$ cat src/rtl/ifetch_queue_pkg.sv
// ifetch_queue_pkg: shared constants and FSM state type for the fetch queue
package ifetch_queue_pkg;
  localparam int XLEN = 32;
  localparam logic [31:0] NOP_INSTR = 32'h00000013;
  typedef enum logic {RUN, DRAIN} state_t;
endpackage

$ cat src/rtl/ifetch_queue_sync_fifo.sv
// sync_fifo: count-based synchronous FIFO with clear; DEPTH must be a power of 2
module sync_fifo #(
  parameter int WIDTH = 32,
  parameter int DEPTH = 4
) (
  input  logic             clk,
  input  logic             rst,
  input  logic             clear,
  input  logic             push,
  input  logic [WIDTH-1:0] din,
  input  logic             pop,
  output logic [WIDTH-1:0] dout,
  output logic             empty,
  output logic             full
);
  localparam int AW = $clog2(DEPTH);
  logic [WIDTH-1:0] mem [DEPTH];
  logic [AW-1:0] rp, wp;
  logic [AW:0] cnt;
  logic do_push, do_pop;
  assign empty = cnt == '0;
  assign full = cnt == (AW+1)'(DEPTH);
  assign do_push = push && (!full || pop);
  assign do_pop = pop && !empty;
  assign dout = mem[rp];
  always_ff @(posedge clk)
    if (do_push) mem[wp] <= din;
  always_ff @(posedge clk)
    if (rst || clear) begin
      rp <= '0;
      wp <= '0;
      cnt <= '0;
    end else begin
      wp <= wp + AW'(do_push);
      rp <= rp + AW'(do_pop);
      cnt <= cnt + (AW+1)'(do_push) - (AW+1)'(do_pop);
    end
endmodule

$ cat src/rtl/ifetch_queue.sv
// ifetch_queue: credit-limited in-order fetch queue between PC and decode, with flush drain
module ifetch_queue #(
  parameter int DEPTH = 4,
  parameter int XLEN = ifetch_queue_pkg::XLEN
) (
  input  logic            clk,
  input  logic            rst,
  input  logic            pc_valid,
  input  logic [XLEN-1:0] pc_addr,
  output logic            pc_ready,
  input  logic            flush,
  output logic            mem_req,
  output logic [XLEN-1:0] mem_addr,
  input  logic            mem_rvalid,
  input  logic [XLEN-1:0] mem_rdata,
  output logic            if_valid,
  output logic [XLEN-1:0] if_instr,
  output logic [XLEN-1:0] if_pc,
  output logic            if_misalign,
  input  logic            id_ready
);
  import ifetch_queue_pkg::*;
  localparam int CW = $clog2(DEPTH + 1);
  localparam int EW = 2 * XLEN + 1;
  state_t state, state_nx;
  logic [CW-1:0] inflight, occupancy, discard, left;
  logic accept, resp, drop, fl, pop, pc_empty, pc_full, d_empty, d_full;
  logic [XLEN-1:0] head_pc;
  logic [EW-1:0] d_head;
  assign fl = state == RUN && flush;
  assign resp = state == RUN && mem_rvalid && inflight != '0;
  assign drop = state == DRAIN && mem_rvalid && discard != '0;
  assign left = inflight - CW'(resp);
  assign accept = pc_valid && pc_ready;
  assign pop = if_valid && id_ready;
  assign mem_req = accept;
  assign mem_addr = {pc_addr[XLEN-1:2], 2'b00};
  always_ff @(posedge clk)
    state <= rst ? RUN : state_nx;
  always_comb
    state_nx = state == RUN ? ((fl && left != '0) ? DRAIN : RUN)
                            : ((drop && discard == CW'(1)) ? RUN : DRAIN);
  always_comb begin
    pc_ready = !rst && state == RUN && !flush
               && ({1'b0, inflight} + {1'b0, occupancy} < (CW+1)'(DEPTH));
    if_valid = !rst && state == RUN && !flush && !d_empty;
  end
  // A response landing in the flush cycle is already accounted for, so it is not drained.
  always_ff @(posedge clk)
    if (rst) begin
      inflight <= '0;
      occupancy <= '0;
      discard <= '0;
    end else if (fl) begin
      inflight <= '0;
      occupancy <= '0;
      discard <= left;
    end else begin
      inflight <= inflight + CW'(accept) - CW'(resp);
      occupancy <= occupancy + CW'(resp) - CW'(pop);
      if (drop) discard <= discard - CW'(1);
    end
  sync_fifo #(.WIDTH(XLEN), .DEPTH(DEPTH)) u_pc_fifo (
    .clk(clk), .rst(rst), .clear(fl), .push(accept), .din(pc_addr), .pop(resp),
    .dout(head_pc), .empty(pc_empty), .full(pc_full)
  );
  sync_fifo #(.WIDTH(EW), .DEPTH(DEPTH)) u_data_fifo (
    .clk(clk), .rst(rst), .clear(fl), .push(resp),
    .din({head_pc[1:0] != 2'b00, head_pc, mem_rdata}), .pop(pop),
    .dout(d_head), .empty(d_empty), .full(d_full)
  );
  assign if_misalign = d_head[EW-1];
  assign if_pc = d_head[2*XLEN-1:XLEN];
  assign if_instr = if_misalign ? XLEN'(NOP_INSTR) : d_head[XLEN-1:0];
  always_ff @(posedge clk)
    if (!rst) begin
      assert (!(mem_rvalid && inflight == '0 && discard == '0));
      assert (!(accept && pc_full) && !(resp && (pc_empty || d_full)));
    end
endmodule

$ cat config.mk
export PLATFORM = sky130hd
export DESIGN_NAME = ifetch_queue
export DESIGN_NICKNAME = d
export VERILOG_FILES = /design/src/rtl/ifetch_queue_pkg.sv /design/src/rtl/ifetch_queue_sync_fifo.sv /design/src/rtl/ifetch_queue.sv
export SDC_FILE = /design/constraint.sdc
export NUM_CORES = 1
export LEC_CHECK = 0
export ABC_CLOCK_PERIOD_IN_PS = 9600
export CORE_ASPECT_RATIO = 1.4
export CORE_UTILIZATION = 55
export DETAILED_ROUTE_END_ITERATION = 8
export MAX_ROUTING_LAYER = met4
export PLACE_DENSITY = 0.81
export SYNTH_ARGS = -nofsm -noshare
export SYNTH_HDL_FRONTEND = slang
export SYNTH_SLANG_ARGS = --single-unit
$ cat constraint.sdc
create_clock -name clk -period 9.6 [get_ports clk]
set_input_delay 1.92 -clock clk [delete_from_list [all_inputs] [get_ports clk]]
set_output_delay 1.92 -clock clk [all_outputs]
set_load 0.02 [all_outputs]
Yosys cells after proc, flatten, opt, wreduce, memory -nomap -nowiden
Memories as Yosys holds them, arrays and structs flattened. A register that Yosys moved wholly into a read port is not among the register bits.
Cells that the tools add are included.
{"block": "word_totals", "reg_bits": 24, "latch_bits": 0, "mem_bits_rw": 388, "mem_bits_ro": 0, "wordCells": 78, "memories": 2}
{"block": "classes", "add_sub_neg": 15, "n_mul": 0, "div_mod_pow": 0, "n_lt_le_gt_ge": 1, "eq_ne": 3, "shift": 0, "muxes": 12, "bitwise": 1, "reduce_logical": 34}
{"memory": "u_data_fifo.mem", "words": 4, "width": 65, "read_ports": 1, "rd_clocked_by_memory_dff": 1, "write_ports": 1, "line": "ifetch_queue_sync_fifo.sv:17", "rtl": "logic [WIDTH-1:0] mem [DEPTH];"}
{"memory": "u_pc_fifo.mem", "words": 4, "width": 32, "read_ports": 1, "rd_clocked_by_memory_dff": 1, "write_ports": 1, "line": "ifetch_queue_sync_fifo.sv:17"}
{"cell": "32-bit 2-to-1 mux", "n": 1}
{"cell": "1-bit logical AND", "n": 17}
{"cell": "3-bit by 1-bit subtractor with 3-bit output", "n": 5}
{"cell": "3-bit by 1-bit adder with 3-bit output", "n": 4}
{"cell": "3-bit nonzero test", "n": 3}
{"cell": "2-bit by 1-bit adder with 2-bit output", "n": 4}
{"cell": "1-bit 2-to-1 mux", "n": 7}
{"cell": "3-bit == test, second input constant", "n": 2}
{"cell": "1-bit zero test", "n": 6}
{"cell": "3-bit zero test", "n": 2}
{"cell": "3-bit 2-to-1 mux", "n": 2}
{"cell": "3-bit by 3-bit adder with 4-bit output", "n": 1}
{"cell": "4-bit by 3-bit less-than comparator with 1-bit output, second input constant", "n": 1}
{"cell": "2-bit 2-to-1 mux", "n": 2}
{"cell": "2-bit nonzero test", "n": 2}
{"cell": "3-bit by 1-bit == test with 1-bit output, second input constant", "n": 1}
{"cell": "1-bit logical OR", "n": 3}
{"cell": "3-bit by 1-bit subtractor with 3-bit output, second input constant", "n": 1}
{"cell": "2-bit OR reduction", "n": 1}
{"cell": "1-bit inverter", "n": 1}

Longest topological paths before layout
{"block": "depth", "word_depth": 9, "ltp_mapped": 12}

Hierarchy
Synthesis repeated with hierarchy kept, for this count alone.
{"block": "hier_totals", "hier_cells": 733, "hier_area_um2": 16016.6}
{"mod": "sync_fifo (u_data_fifo)", "n_inst": 1, "cells_each": 383, "area_per_inst_um2": 9833.2, "seq_area_each_um2": 7947.6}
{"mod": "sync_fifo (u_pc_fifo)", "n_inst": 1, "cells_each": 208, "area_per_inst_um2": 5039.8, "seq_area_each_um2": 3983.8}
{"mod": "ifetch_queue", "n_inst": 1, "cells_each": 142, "area_per_inst_um2": 1143.6, "seq_area_each_um2": 200.2}

Worst setup path after synthesis
OpenSTA, ideal clock, no wires.
{"block": "synth_path", "kind": "input to register", "from": "input port rst", "to": "memory u_data_fifo.mem[1][0] (netlist name), enable pin", "setup_time_ns": 0.582, "arrival_ns": 7.393, "required_ns": 9.018, "slack_ns": 1.625, "path_stages": 4, "n_path_buf": 1, "cell_sequence": "clkbuf_1 nor4b_1 o211ai_1 nor3b_1"}
{"block": "synth_between", "elab_chain_len": 9}
{"element": "start: declaration", "line": "ifetch_queue.sv:7", "rtl": "input logic rst,"}
{"element": "1-bit zero test"}
{"element": "1-bit logical AND (3 in a row)", "line": "ifetch_queue.sv:46", "rtl": "if_valid = !rst && state == RUN && !flush && !d_empty;"}
{"element": "1-bit logical AND", "line": "ifetch_queue.sv:35", "rtl": "assign pop = if_valid && id_ready;"}
{"element": "1-bit logical OR", "line": "ifetch_queue_sync_fifo.sv:23", "rtl": "assign do_push = push && (!full || pop);"}
{"element": "1-bit logical AND", "line": "ifetch_queue_sync_fifo.sv:23"}
{"element": "1-bit 2-to-1 mux", "line": "ifetch_queue_sync_fifo.sv:27", "rtl": "if (do_push) mem[wp] <= din;"}
{"element": "1-bit 2-to-1 mux (not written as such)", "line": "ifetch_queue_sync_fifo.sv:27"}
{"element": "end: declaration", "line": "ifetch_queue_sync_fifo.sv:17"}
Every way passes these cells.

Worst setup path after layout
{"block": "layout_path", "from": "input port rst", "to": "output port mem_req"}
{"block": "layout_between", "elab_chain_len": 5}
{"element": "1-bit zero test"}
{"element": "1-bit logical AND (2 in a row)", "line": "ifetch_queue.sv:44", "rtl": "pc_ready = !rst && state == RUN && !flush"}
{"element": "1-bit logical AND", "line": "ifetch_queue.sv:45", "rtl": "&& ({1'b0, inflight} + {1'b0, occupancy} < (CW+1)'(DEPTH));"}
{"element": "1-bit logical AND", "line": "ifetch_queue.sv:34", "rtl": "assign accept = pc_valid && pc_ready;"}
{"element": "end: declaration", "line": "ifetch_queue.sv:12", "rtl": "output logic mem_req,"}
Every way passes these cells.

==> flow_metrics.py <==
metrics = {
    "critical_path": {
        "endpoint_kind": "output pin",
        "critPathRequiredTime_ps": 7680,
        "critical_path.startpoint_type": "input pin",
        "cp.arrival_ps": 3780,
        "crit_fanout": 8,
        "crit_type": "input pin to output pin",
        "ff2ff_setup_slack_ps": 6360,
    },
    "global_route": {
        "grt_pass1_vias": 7726,
        "track_usage_pct": 19.68,
        "overflow": 0,
        "grt_max_degree": 66,
        "grt_pass1_wl_um": 42460,
        "antenna_found_initial": 0,
    },
    "yosys": {
        "yosys_register_bits": 412,
        "seq_area_frac_synth_pct": 76.30,
        "ys_warn_count": 0,
        "syn_area_um2": 15900,
        "syn_area_per_cell_um2": 21.69,
        "yosys.cell_types.count": 38,
        "syn_inst": 733,
    },
    "finish": {
        "layout-drive-gt1-share_pct": 18.89,
        "postLayoutCoreUtil_pct": 66.58,
        "multiInputGateArea_um2": 3326,
        "area_growth_pct": 18.96,
        "nFillCells": 1833,
        "fin_nets": 985,
        "seq_area_um2": 12140,
        "antenna_cells": 0,
    },
    "clock_network": {
        "numCtsBuffers": 37,
        "postCtsSetupBuffers": 0,
        "clk_latency_ps": 520,
        "ctsResizeCount": 0,
        "numClockSinks": 412,
        "cts-htree-levels": 2,
        "cts_tree": "yes",
        "hold_buffers": 0,
        "cts.clk_slew.worst_paths_ps": 60,
        "cts.path.max_buffers": 3,
        "cts_root_buf": "clkbuf_16",
    },
    "sta": {
        "final-max-slew-violation-count": 0,
        "min_period_ps": 5699,
        "fmax_mhz": 175.5,
        "final.setup.tns_ps": 0,
        "slew_headroom_pct": 31.21,
        "fin_crit_sh_pct": 59.36,
        "rsz0062_at_grt": "false",
        "finClkSkew_ps": 9.188,
        "finalSetupViolations": 0,
        "hold_viol_final": 0,
        "worst_pin_slew_ps": 1027,
    },
    "route": {
        "finalWirelength_um": 27020,
        "antenna_left": 0,
        "drt_pass1_iterations": 4,
        "drtIter0Drc": 365,
        "drt-wirelength-per-cell_um": 20.93,
        "drc": 0,
        "vias": 7225,
        "avgViaCountPerCell": 5.596,
    },
    "floorplan": {
        "dieArea_um2": 29600,
        "rows": 73,
        "pin_count": 170,
        "floorplan.initialDensity_pct": 55.97,
        "fp.dieH_um": 203.2,
        "die_x_um": 145.7,
        "core_um2": 28410,
    },
    "placement": {
        "place_congestion": 0.7814,
        "hpwl_um": 15950,
        "io_buffers": 167,
    },
    "power_and_ir_drop": {
        "power_leakage_nw": 5.954,
        "power_density_nw_per_um2": 197.5,
        "peakVddDrop_mv": 0.1490,
        "total_power_w": 0.003736,
    },
    "min_path": {
        "hold_class": "flop to flop",
    },
    "status": {
        "status": "finished clean",
    },
    "run": {
        "cap_violations": 0,
    },
}
-- cell usage in the layout (no fill, tap or decap), types with 3 or more instances in the layout --
cell type	Yosys	routed
edfxtp_1	388	388
clkdlybuf4s50_1	0	167
mux4_2	97	97
clkbuf_16	0	39
nor2b_1	30	30
inv_1	21	21
dfxtp_1	24	21
ha_1	19	19
nor2_1	14	13
and2_1	12	12
xnor2_1	12	12
buf_4	35	12
clkbuf_1	8	10
nor3_2	1	6
clkinv_1	0	5
nand3_1	4	4
nand2_1	4	4
or2_1	4	4
nand2b_1	4	4
fa_1	4	4
clkinv_2	0	4
nor3_1	8	3
a21oi_1	3	3
o32a_1	3	3
-- worst max-delay path: stages --
cell and delay [ps]:
clkdlybuf4s50_1 530, nor3_2 430, nand2_1 130, nor2_1 140
clkdlybuf4s50_1 620
-- metrics by stage --
step / cells / setup WS (ps) / hold WS, ps / cell area [um2]
after floorplan: 734 / 1625 / 457.6 / 15900
after global placement: 1228 / 3933 / 481.4 / 17780
after detailed placement: 1228 / 3907 / 482.9 / 17780
after CTS: 1291 / 3903 / 493.4 / 18910
after global routing: 1291 / 3792 / 561.7 / 18910
final: 1291 / 3901 / 499.9 / 18910
-- per-layer routing --
layer	global-route usage (%)	part of all wire (%)	routed length, um
met3	3.445	5.0	1342
met2	32.38	51	13820
met1	24.54	41	11100
met4	7.782	2.8	767
met5	-	0	0
-- cells by family after synthesis --
family	after synthesis	share of synthesized area [%]
XOR/XNOR	13	0.7161
AND/OR/NAND/NOR	92	3.376
other	1	0.02359
flip-flops	412	76.30
adder cells (fa/ha/maj)	23	1.999
AO/OA/AOI/OAI	14	0.7712
multiplexers	97	13.74
buffers and inverters	81	3.069
-- worst paths after layout --
kind                                               from  cells after the start                          endpoint
worst min-delay path            discard[1]$_SDFFE_PP0P_                      2           discard[1]$_SDFFE_PP0P_
worst min register to register  discard[1]$_SDFFE_PP0P_                      2           discard[1]$_SDFFE_PP0P_
worst max register to register         state$_SDFF_PP0_                      4  u_data_fifo.mem[2][34]$_DFFE_PP_
worst max-delay path                                rst                      5                           mem_req
-- Yosys cell counts, drive strengths merged --
| cell | n | share of area (%) |
|---|---|---|
| xnor2 | 12 | 0.66 |
| mux4 | 97 | 14 |
| and3 | 1 | 0.039 |
| ha | 19 | 1.5 |
| buf | 52 | 2.4 |
| nand4b | 2 | 0.11 |
| a2111oi | 1 | 0.17 |
| edfxtp | 388 | 73 |
| inv | 21 | 0.50 |
| o21ai | 1 | 0.031 |
| a31oi | 2 | 0.079 |
| a31o | 1 | 0.055 |
| nand2 | 4 | 0.094 |
| and2 | 12 | 0.47 |
| nor4b | 1 | 0.055 |
| nor3 | 9 | 0.31 |
| a21oi | 3 | 0.094 |
| nand4 | 1 | 0.039 |
| dfxtp | 24 | 3.0 |
| nand2b | 4 | 0.16 |
| nor2b | 30 | 1.2 |
| nor2 | 14 | 0.33 |
| or2 | 4 | 0.16 |
| or3b | 1 | 0.055 |
| conb | 1 | 0.024 |
| o211ai | 2 | 0.094 |
| xor2 | 1 | 0.055 |
| o32a | 3 | 0.19 |
| nor3b | 2 | 0.094 |
| fa | 4 | 0.50 |
| nand3 | 4 | 0.13 |
| clkbuf | 8 | 0.19 |
| o31a | 1 | 0.055 |
| or3 | 3 | 0.15 |
-- sequential cells by signal, indices dropped and copies added (netlist names) --
signal,cells
u_data_fifo.mem,260
discard,3
u_data_fifo.wp,2
u_data_fifo.rp,2
u_pc_fifo.rp,2
u_pc_fifo.mem,128
state,1
u_pc_fifo.wp,2
u_data_fifo.cnt,3
u_pc_fifo.cnt,3
inflight,3
occupancy,3
-- layout make-up --
type / count / area share (%)
sequential: 412 / 64.19
multi-input combinational: 241 / 17.58
timing repair buffer: 179 / 9.315
clock buffer: 49 / 5.359
tap: 375 / 2.481
clock inverter: 14 / 0.6549
inverter: 21 / 0.4168
-- power breakdown --
part	total [W]	switching, W	internal [W]
combinational	0.000307	0.000164	0.000142
sequential	0.00204	0.0000176	0.00202
clock	0.00139	0.000595	0.000797
Note: power is estimated with default switching activity, not from simulation.
